===== src/rtl/tc_psum_ctrl.sv =====
// Partial-sum buffer sequencer: schedules sparse writes into the 1-D buffer, then
// drains the tile one row per beat, masking never-written elements to zero.
module tc_psum_ctrl #(
  parameter int M       = 16,
  parameter int N       = 16,
  parameter int DW_DATA = 8,
  parameter int DW_POS  = 4
) (
  input  logic                 clk,
  input  logic                 rst_n,
  input  logic                 in_valid,
  output logic                 in_ready,
  input  logic [DW_POS-1:0]    in_row,
  input  logic [DW_POS-1:0]    in_col,
  input  logic [DW_DATA-1:0]   in_data,
  input  logic                 in_last,
  output logic                 buf_wr_en,
  output logic [DW_POS-1:0]    buf_row,
  output logic [DW_POS-1:0]    buf_col,
  output logic [DW_DATA-1:0]   buf_wdata,
  output logic                 buf_rd_en,
  input  logic [N*DW_DATA-1:0] buf_rdata,
  output logic                 out_valid,
  input  logic                 out_ready,
  output logic [N*DW_DATA-1:0] out_data,
  output logic [DW_POS-1:0]    out_row,
  output logic                 out_last,
  output logic                 tile_done,
  input  logic                 clr_err,
  output logic                 err_dup,
  output logic                 err_range
);

  localparam int RW = (M > 1) ? $clog2(M) : 1;
  localparam int CW = (N > 1) ? $clog2(N) : 1;
  localparam logic [DW_POS:0]   M_W      = (DW_POS+1)'(M);
  localparam logic [DW_POS:0]   N_W      = (DW_POS+1)'(N);
  localparam logic [DW_POS-1:0] LAST_ROW = DW_POS'(M - 1);

  typedef enum logic [1:0] {IDLE, FILL, DRAIN} state_t;

  state_t                state;
  state_t                state_nx;
  logic [M-1:0][N-1:0]   bitmap;
  logic [DW_POS:0]       rp;
  logic                  accept;
  logic                  in_rng;
  logic                  dup_hit;
  logic                  hs;
  logic                  tile_end;
  logic                  rd_issue_p0;
  logic [RW-1:0]         row_idx;
  logic [CW-1:0]         col_idx;

  function automatic logic [N*DW_DATA-1:0] mask_row(input logic [N*DW_DATA-1:0] d,
                                                    input logic [N-1:0]         m);
    logic [N*DW_DATA-1:0] r;
    r = '0;
    for (int j = 0; j < N; j++)
      if (m[j]) r[j*DW_DATA +: DW_DATA] = d[j*DW_DATA +: DW_DATA];
    return r;
  endfunction

  assign accept   = in_valid & in_ready;
  assign in_rng   = ({1'b0, in_row} < M_W) && ({1'b0, in_col} < N_W);
  assign row_idx  = in_row[RW-1:0];
  assign col_idx  = in_col[CW-1:0];
  assign dup_hit  = in_rng && bitmap[row_idx][col_idx];
  assign hs       = out_valid & out_ready;
  assign tile_end = hs & out_last;
  assign tile_done = tile_end;

  // One read in flight at most; only issue when the output slot is free or draining now.
  assign rd_issue_p0 = (state == DRAIN) && !buf_rd_en && (rp < M_W) && (!out_valid || out_ready);

  always_comb begin
    state_nx = state;
    if (accept && state != DRAIN) state_nx = in_last ? DRAIN : FILL;
    if (tile_end) state_nx = IDLE;
  end

  always_ff @(posedge clk or negedge rst_n) begin
    if (!rst_n) begin
      state     <= IDLE;
      in_ready  <= 1'b0;
      bitmap    <= '0;
      rp        <= '0;
      buf_wr_en <= 1'b0;
      buf_rd_en <= 1'b0;
      buf_row   <= '0;
      buf_col   <= '0;
      buf_wdata <= '0;
      out_valid <= 1'b0;
      out_data  <= '0;
      out_row   <= '0;
      out_last  <= 1'b0;
      err_dup   <= 1'b0;
      err_range <= 1'b0;
    end else begin
      state    <= state_nx;
      in_ready <= (state_nx != DRAIN);

      // Fill stage: registered write strobe and position
      buf_wr_en <= accept && in_rng;
      if (accept) begin
        buf_row   <= in_row;
        buf_col   <= in_col;
        buf_wdata <= in_data;
      end

      if (tile_end)
        bitmap <= '0;
      else if (accept && in_rng)
        bitmap[row_idx][col_idx] <= 1'b1;

      // Drain stage p1: read strobe out to the buffer
      buf_rd_en <= rd_issue_p0;
      if (rd_issue_p0) begin
        buf_row <= rp[DW_POS-1:0];
        rp      <= rp + 1'b1;
      end
      if (tile_end) rp <= '0;

      // Drain stage p2: capture the returned row with the written-position mask
      if (buf_rd_en) begin
        out_data  <= mask_row(buf_rdata, bitmap[buf_row[RW-1:0]]);
        out_row   <= buf_row;
        out_last  <= (buf_row == LAST_ROW);
        out_valid <= 1'b1;
      end else if (hs) begin
        out_valid <= 1'b0;
      end

      err_range <= (err_range & ~clr_err) | (accept & ~in_rng);
      err_dup   <= (err_dup & ~clr_err) | (accept & dup_hit);
    end
  end

endmodule


===== config.mk =====
export PLATFORM = sky130hd
export DESIGN_NAME = tc_psum_ctrl
export DESIGN_NICKNAME = d
export VERILOG_FILES = /design/src/rtl/tc_psum_ctrl.sv
export SDC_FILE = /design/constraint.sdc
export NUM_CORES = 1
export LEC_CHECK = 0
export CORE_MARGIN = 2
export CORE_UTILIZATION = 55
export CTS_CLUSTER_DIAMETER = 40
export DETAILED_ROUTE_END_ITERATION = 7
export GPL_TIMING_DRIVEN = 0
export PLACE_DENSITY = 0.9
export SYNTH_ARGS = -nofsm -noshare
export SYNTH_HDL_FRONTEND = slang
export SYNTH_SLANG_ARGS = --single-unit

===== constraint.sdc =====
create_clock -name clk -period 3.4 [get_ports clk]
set_clock_uncertainty 0.15 [all_clocks]
set_input_delay 0.68 -clock clk [delete_from_list [all_inputs] [get_ports clk]]
set_output_delay 0.68 -clock clk [all_outputs]
set_load 0.02 [all_outputs]

Word-level counts from Yosys, hierarchy flattened
Cells that the tools add are included.
{"block": "totals", "input_bits": 150, "out_inout_bits": 156, "register_bits": 418, "wordCells": 100}
{"block": "op_classes", "n_bitwise": 9, "eq_ne": 4, "magnitude_cmp": 6, "addsub": 1, "reduce_logical": 13, "muxes": 37}
{"operator": "256-bit 2-to-1 mux", "n": 2}
{"operator": "256-bit OR", "n": 1}
{"operator": "16-bit binary-select mux with 4-bit select", "n": 2}
{"operator": "8-bit 2-to-1 mux", "n": 16}
{"operator": "16-bit demux with 4-bit select", "n": 1}
{"operator": "16-bit 2-to-1 mux", "n": 3}
{"operator": "4-bit by 5-bit < comparator with 1-bit output (second input constant)", "n": 3}
{"operator": "5-bit 2-to-1 mux", "n": 2}
{"operator": "4-bit by 1-bit greater-or-equal comparator with 1-bit output (second input constant)", "n": 2}
{"operator": "4-bit 2-to-1 mux", "n": 2}
{"operator": "2-bit nonzero test", "n": 4}
{"operator": "1-bit AND", "n": 6}
{"operator": "1-bit logical AND", "n": 6}
{"operator": "2-bit 2-to-1 mux", "n": 3}
{"operator": "5-bit by 1-bit adder with 5-bit output (second input constant)", "n": 1}
{"operator": "5-bit < comparator (second input constant)", "n": 1}
{"operator": "1-bit binary-select mux with 4-bit select", "n": 1}
{"operator": "1-bit demux with 4-bit select", "n": 1}
{"operator": "4-bit equality test (second input constant)", "n": 1}
{"operator": "1-bit 2-to-1 mux", "n": 4}
{"operator": "2-bit != test (second input constant)", "n": 2}
{"operator": "2-bit equality test (second input constant)", "n": 1}
{"operator": "1-bit zero test", "n": 2}
{"operator": "1-bit logical OR", "n": 1}
{"operator": "2 further kinds", "n": 2}

Longest topological paths before layout
{"block": "depth", "word_depth": 9, "ltp_mapped": 11, "ltp_nobuf": 7}

Least setup slack after synthesis
Ideal clock, no wire load.
{"block": "synth_timing", "kind": "in2reg", "start": "input port in_row[0]", "end": "register err_dup", "setup_ns": 0.134, "arrival_time_ns": 2.339, "setup_slack_ns": 0.777, "path_stages": 8, "n_path_buf": 2, "path_cell_list": "buf_6 -> buf_8 -> mux4_1 -> mux4_2 -> a21oi_1 -> o32ai_1 -> nor2_1 -> o311ai_1"}
{"block": "synth_via", "elab_chain_len": 6}
{"element": "start: declaration", "line": "13", "rtl": "input logic [DW_POS-1:0] in_row,"}
{"element": "16-bit binary-select mux with 4-bit select", "line": "68", "rtl": "assign dup_hit = in_rng && bitmap[row_idx][col_idx];"}
{"element": "16-bit 2-to-1 mux (implied by the code)", "line": "68"}
{"element": "1-bit binary-select mux with 4-bit select", "line": "68"}
{"element": "1-bit 2-to-1 mux (implied by the code)", "line": "68"}
{"element": "1-bit AND", "line": "135", "rtl": "err_dup <= (err_dup & ~clr_err) | (accept & dup_hit);"}
{"element": "1-bit OR", "line": "135"}
{"element": "end signal: assignment", "line": "135"}
{"element": "end: declaration", "line": "30", "rtl": "output logic err_dup,"}
Every way passes these cells. The select of a mux whose other input is x is not followed.
A chain may end at the register's enable or synchronous reset.

Worst setup path after layout
{"block": "layout_timing", "start": "input port in_col[0]", "end": "register bitmap[100] (netlist name)"}
{"block": "layout_via", "elab_chain_len": 9, "elab_cells_between_ends": 10, "classes_between": "order compare (2); mux (6); bitwise (1); reduce/logical (1)"}
{"element": "start: declaration", "line": "14", "rtl": "input logic [DW_POS-1:0] in_col,"}
{"element": "4-bit by 5-bit < comparator with 1-bit output (implied by the code) or 4-bit by 1-bit greater-or-equal comparator with 1-bit output (tied branches)", "line": "114", "rtl": "bitmap[row_idx][col_idx] <= 1'b1;"}
{"element": "1-bit logical AND (implied by the code)", "line": "114"}
{"element": "1-bit 2-to-1 mux (implied by the code)", "line": "114"}
{"element": "1-bit demux with 4-bit select *", "line": "114"}
{"element": "16-bit 2-to-1 mux (implied by the code) *", "line": "114"}
{"element": "16-bit demux with 4-bit select *", "line": "114"}
{"element": "256-bit OR (no source line) *"}
{"element": "256-bit 2-to-1 mux *", "line": "113", "rtl": "else if (accept && in_rng)"}
{"element": "256-bit 2-to-1 mux *", "line": "111", "rtl": "if (tile_end)"}
{"element": "end signal: assignment", "line": "86", "rtl": "bitmap <= '0;"}
{"element": "end signal: assignment", "line": "112", "rtl": "bitmap <= '0;"}
{"element": "end signal: indexed assignment", "line": "114"}
{"element": "end: declaration", "line": "44", "rtl": "logic [M-1:0][N-1:0] bitmap;"}
Every way passes the cells marked *; elsewhere a longest branch is shown, timed or not. The select of a mux whose other input is x is not followed.

==> run_results.csv <==
group,metric,value,unit
route,routedWlPerCell,28.4,µm
sta,slew_viol_final,0,
placed_design,gp_congestion,1.01,
sta,worst_slack,-0.0487,ns
sta,hold_ws,0.327,ns
route,vias_per_cell,6.61,
layout,area_delta_synth_final,27.9,%
placed_design,place_inst,2683,
layout,fillers,2344,
cts,post_cts_buffers,0,
route,drtIter0Drc,2454,
layout,layout_commonest_cell,"dfrtp_1",
synthesis,synth_ff_type,"dfrtp_1",
placed_design,place_area,0.0238,mm²
synthesis,ys_seq_area_share,52.1,%
hold_path,min_path_type,"reg -> reg",
cts,htreeDepth,2,
sta,rsz0062_at_grt,"false",
floorplanning,ios,306,
synthesis,synthCells,1917,
route,vias,18400,
layout,final_cell_mix,"dfrtp_1 (418), clkdlybuf4s50_1 (301), nor2_1 (295)",
grt,met3_usage,15.7,%
grt,overflow,0,
grt,top_usage_layer,"met2",
sta,setup_violations,7,
placed_design,dpl.hpwl,56800,µm
synthesis,ys_warn_count,0,
synthesis,synth_edf_count,0,
sta,slew_headroom,17.2,%
synthesis,async_flop_share,100,%
route,ant_nets,0,
floorplanning,rows,69,
grt,grt_pass1_vias,18500,
critical_path,worstPathRequired,3.74,ns
critical_path,endpoint_kind,"flip-flop",
power_and_ir_drop,leakagePower,11.5,nW
placed_design,place_ws,-0.591,ns
outcome,status,"finished with violations",
floorplanning,coreArea,0.0357,mm²
cts,cts_made_buffers,53,
cts,cts_root_buf,"clkbuf_16",
cts,clock_latency,0.59,ns
floorplanning,die-area,0.0380,mm²
critical_path,critPathArrivalTime,3.79,ns
layout,finalInstanceArea,0.0257,mm²
route,firstDrtPassIters,8,
route,wirelength,79300,µm
cts,clk_path_buf_depth,3,
grt,globalRouteTotalUtil,41.7,%
synthesis,syn_area,0.0201,mm²
route,drc,0,
sta,period_share,101,%
power_and_ir_drop,ir_drop,0.453,mV
sta,finalCriticalPeriod,3.45,ns
cts,clkTransAtPathRegs,0.06,ns
critical_path,critPathKind,"in -> reg",
critical_path,cp-start-kind,"input pin",
sta,hold_viol,0,
grt,use_met2,64.6,%
grt,grt_max_degree,129,
synthesis,avgSynthCellArea,10.5,µm²
outcome,violations,"negative setup slack",
sta,worst_slew_pin_slew,1.23,ns
power_and_ir_drop,powerDensity,813,mW/mm²
layout,fin_cells,2788,
synthesis,ys_ff_latch,418,
placed_design,portBuffers,302,
synthesis,synth_cell_types,53,
floorplanning,start_util,56.1,%
critical_path,crit_fanout,10,
layout,final_net_count,2429,
floorplanning,die_w,195,µm
synthesis,syn-num-nets,2068,
power_and_ir_drop,report.power.total,20.9,mW
sta,fmax,290,MHz
floorplanning,die_h,195,µm
cts,clkSinkCount,418,
grt,grt_pass1_wl,117000,µm
cts,cts_tree,"yes",
grt,grt_use_met1,49.0,%
layout,layout-drive-gt1-share,12.6,%
grt,antenna_found_initial,8,
run,cap_violations,0,
-- flip-flops by register name (all words and copies together), names as in the netlist, 2 cells and up --
name and flops:
buf_col 4, out_data 128, state 2, buf_wdata 8, rp 5, bitmap 256, buf_row 4, out_row 4
-- stage by stage --
step	util, %	setup TNS [ns]
global placement	66.2	-6742.47
CTS	71.7	0
global route	71.8	0
finish	71.8	-0.126
floorplan	-	0
detailed placement	66.5	-52.21
-- repair_timing --
| item | CTS | global route |
|---|---|---|
| hold buffers | 1 | 0 |
| gates resized for setup | 6 | 11 |
| setup endpoints to repair | 27 | 69 |
| endpoints found under the hold margin | 77 | 0 |
| pin swaps | 0 | 0 |
-- cell usage after synthesis (2+ instances only) --
library cell  instances  area (µm²)
a22oi_1               6        45.0
o21ai_0              10        50.1
mux4_2               98        2210
buf_12                2        40.0
buf_6                 6        67.6
mux4_1               20         526
nand2b_1              2        12.5
a32oi_1               2        17.5
nand4_1              14        87.6
clkbuf_1             94         353
mux2_2               21         236
buf_1                 5        18.8
a21oi_1             257        1290
a2111oi_0             2        17.5
nor3_1               13        65.1
a31oi_1               8        50.1
o22ai_1             128         801
buf_4                 8        60.1
o21ai_2              13         114
buf_2                26         130
nand3_1              14        70.1
and3_1                3        18.8
dfrtp_1             418       10500
mux2i_1              51         510
and2_1                3        18.8
o21ai_1               3        15.0
a221oi_1              2        17.5
inv_1               137         514
o311ai_0              2        17.5
xor2_1                2        17.5
nor2_1              295        1110
clkbuf_4              2        15.0
clkbuf_8              3        41.3
nor2b_1               9        56.3
a22o_1                2        17.5
nand2_1             219         822
-- routing by layer --
| layer | part of all wire, % | vias to the layer above |
|---|---|---|
| li1 | - | 7458 |
| met1 | 33 | 8966 |
| met2 | 45 | 1606 |
| met3 | 14 | 381 |
| met4 | 8.1 | 6 |
| met5 | 0.074 | - |
-- path summary, 6_finish.rpt --
kind | from | slack, ns | depth (start not counted) | endpoint
min in group asynchronous | rst_n | 0.54 | 2 | bitmap[101]
setup / recovery | in_col[0] | -0.05 | 8 | bitmap[100]
hold / removal | buf_wdata[6] | 0.33 | 2 | buf_wdata[6]
setup reg to reg | buf_row[1] | 0.08 | 7 | out_data[64]
max in group asynchronous | rst_n | 1.48 | 3 | bitmap[225]
hold reg to reg | buf_wdata[6] | 0.33 | 2 | buf_wdata[6]
-- worst max-delay path: stages --
cell and delay, ns:
clkdlybuf4s50_1 0.63, clkbuf_8 0.30, nor2_1 0.45, nand2_1 0.27
nor2_1 0.69, clkbuf_1 0.47, a21oi_1 0.13, nor2_1 0.15
-- area by class of cell --
type	instances	area, µm²	area share, %
diodes	5	12.5	0.0487
plain buffers	147	753	2.93
clock buffers	64	1430	5.57
clock inverters	35	423	1.65
inverters	137	514	2.00
multi-input cells	1215	8380	32.7
flip-flops and latches	418	10500	40.7
well taps	461	577	2.25
repair buffers	306	3120	12.2
-- where the power goes --
group          internal (mW)  total, mW  switching, mW
combinational           3.16       8.01           4.85
sequential              6.09       6.97          0.880
clock                   3.51       5.90           2.39
-- kinds of logic after synthesis --
kind of cell	share of synthesized area, %
AOI/OAI and AO/OA	12.5
DFF	52.1
adders and majority gates	0.0623
xor gates and xnor gates	0.131
muxes	17.3
buffers and inverters	6.25
and+or+nand+nor	11.5
(Power assumes the default switching activity.)
==> variant, RTL diff (same settings) <==
`DW_POS`: 4 -> 6.
--- a/src/rtl/tc_psum_ctrl.sv
+++ b/src/rtl/tc_psum_ctrl.sv
@@ -5,5 +5,5 @@
   parameter int N       = 16,
   parameter int DW_DATA = 8,
-  parameter int DW_POS  = 4
+  parameter int DW_POS  = 6
 ) (
   input  logic                 clk,
Interface: changed (5 resized); port bits go from 306 to 316. The function was not compared with the original's and may differ.
==> variant against the unedited design <==
The run still ends with negative setup slack left; area after synthesis rose by 0.27%; sequential cell count rose by 8; cell count rose by 1.2%; register-to-register slack got worse by 70 ps; combinational power fell by 8.5%; sequential power fell by 4.7%; final area rose by 0.40%; power fell by 6.0%; critical path depth did not move; worst setup slack got worse by 140 ps; routed wire length rose by 0.59%; critical path type unchanged.
==> variant: results (changes against the unedited design) <==
[run_status]
status = finished, violations left
violations = negative setup slack

[setup_path]
r2r_setup_slack_ps = 10  ; -70 ps
slowest_delay_ps = 630  ; -60 ps
cp_max_fo = 10  ; unchanged
path_delay_family = simple AND/OR/NAND/NOR gates
worstPathArrival_ps = 3920  ; +130 ps
critPathSlowestCell = nor3_2

[logic_synthesis]
ys.warnings.count = 0  ; unchanged
ys_seq_area_frac = 0.530  ; +0.00856
async_reset_ff_frac = 1.00  ; unchanged
syn-num-nets = 2104  ; +1.7%
synth_edf_count = 0  ; unchanged
synthTopCellsByArea = dfrtp_1 (53%), mux4_2 (12%), a21oi_1 (6.5%), nor2_1 (5.7%), nand2_1 (3.9%)
synthCells = 1949  ; +1.7%
synth.distinct_cells = 44  ; -17%
synth_commonest_cells = dfrtp_1 (426), nor2_1 (307), a21oi_1 (262)

[clock_tree]
htreeDepth = 2  ; unchanged
cts-buffers-inserted = 50  ; -5.7%
postCtsSetupBuffers = 0  ; unchanged
cts.clk_slew.worst_paths_ps = 70
cts_resized = 24  ; +18
clockBufferDepth = 3  ; unchanged
worstSkewPairLatency_ps = 580

[layout]
finish.utilization = 0.709  ; -0.00914
final_nets = 2468  ; +1.6%
n_fill_cell = 2250  ; -4.0%
drive_above_1_share = 0.137  ; +0.0108

[grt]
antenna_found_initial = 4  ; -4
grt_max_degree = 121  ; -6.2%
grt_pass1_wl_mm = 119  ; +1.5%
grt_use_met3 = 0.168  ; +0.0105
met1_usage = 0.478  ; -0.0122
grt_pass1_vias = 19510  ; +5.5%
grt_use_met2 = 0.624  ; -0.0224
track_usage = 0.417  ; +0.000651

[power]
max-vdd-ir-drop_v = 0.000393  ; -13%
p_leak_nw = 11.6  ; +0.48%

[placed_design]
place_congestion = 1.05  ; +4.2%
dp_slack_ps = -991  ; -401 ps
dpl.cell_count = 2730  ; +1.8%
io_buffers = 310  ; +2.6%
place_area_sq_mm = 0.0239  ; +0.60%
place_hpwl_mm = 54.3  ; -4.4%

[timing]
setup-violations-final = 60  ; +53
finalSetupTns_ps = -2450  ; -2330 ps
layout_setup_ws_ps = -193  ; -144 ps
slew_headroom = 0.268  ; +0.0955
holdWs_ps = 10.5  ; -317 ps

[hold_path]
hp-class = in2async

[detailed_routing]
dr.pass1.iters = 7  ; -1
drt_iter0_drc = 3010  ; +23%
vias = 19359  ; +5.1%
finalWirelength_mm = 79.7  ; +0.59%
post_drt_wl_per_cell_um = 28.3  ; -0.63%

==> variant: changes by cell type in the layout (fill, tap and decap cells not counted), sizes merged, moves of 11 or more <==
cell,before,now
mux2,21,44
o21ai,26,46
nor2,296,307
o22ai,128,116
mux2i,51,31
==> variant: final cells by class <==
type / count / share of cell area
well taps: 468 / 0.0227
clock buffers: 61 / 0.0521
inverters: 133 / 0.0195
multi-input cells: 1244 / 0.328
clock inverters: 29 / 0.0140
diodes: 3 / 0.000291
plain buffers: 145 / 0.0262
flip-flops and latches: 426 / 0.414
repair buffers: 313 / 0.124
==> variant: path summary, 6_finish.rpt <==
check | startpoint | end | cells after the start
setup / recovery | in_valid | bitmap[146] | 8
hold / removal | rst_n | bitmap[226] | 1
setup reg to reg | buf_row[1] | out_data[33] | 7
hold reg to reg | buf_wdata[3] | buf_wdata[3] | 2
max in group asynchronous | rst_n | out_data[53] | 2
min in group clk | buf_wdata[3] | buf_wdata[3] | 2
==> variant: power by group <==
part / leakage [nW] / switching, mW / internal [mW] / total, mW
Combinational: 4.89 / 4.49 / 2.84 / 7.33
Sequential: 5.83 / 0.635 / 6.01 / 6.64
Clock: 0.839 / 2.35 / 3.32 / 5.67
==> variant: per-layer routing <==
metal  wire length (um)  share of wire
met4               7780          0.098
met5                 89         0.0011
met1              25200           0.32
met2              34800           0.44
met3              11900           0.15
==> variant: logic make-up (layout without fill, tap and decap cells) <==
family	Yosys count	after routing	synth area share
adders and majority gates	1	1	0.000622
other	0	3	0
DFF	426	426	0.530
buffers and inverters	279	681	0.0565
xor gates and xnor gates	3	3	0.00131
AOI/OAI and AO/OA	463	463	0.127
and+or+nand+nor	590	590	0.118
muxes	187	187	0.167
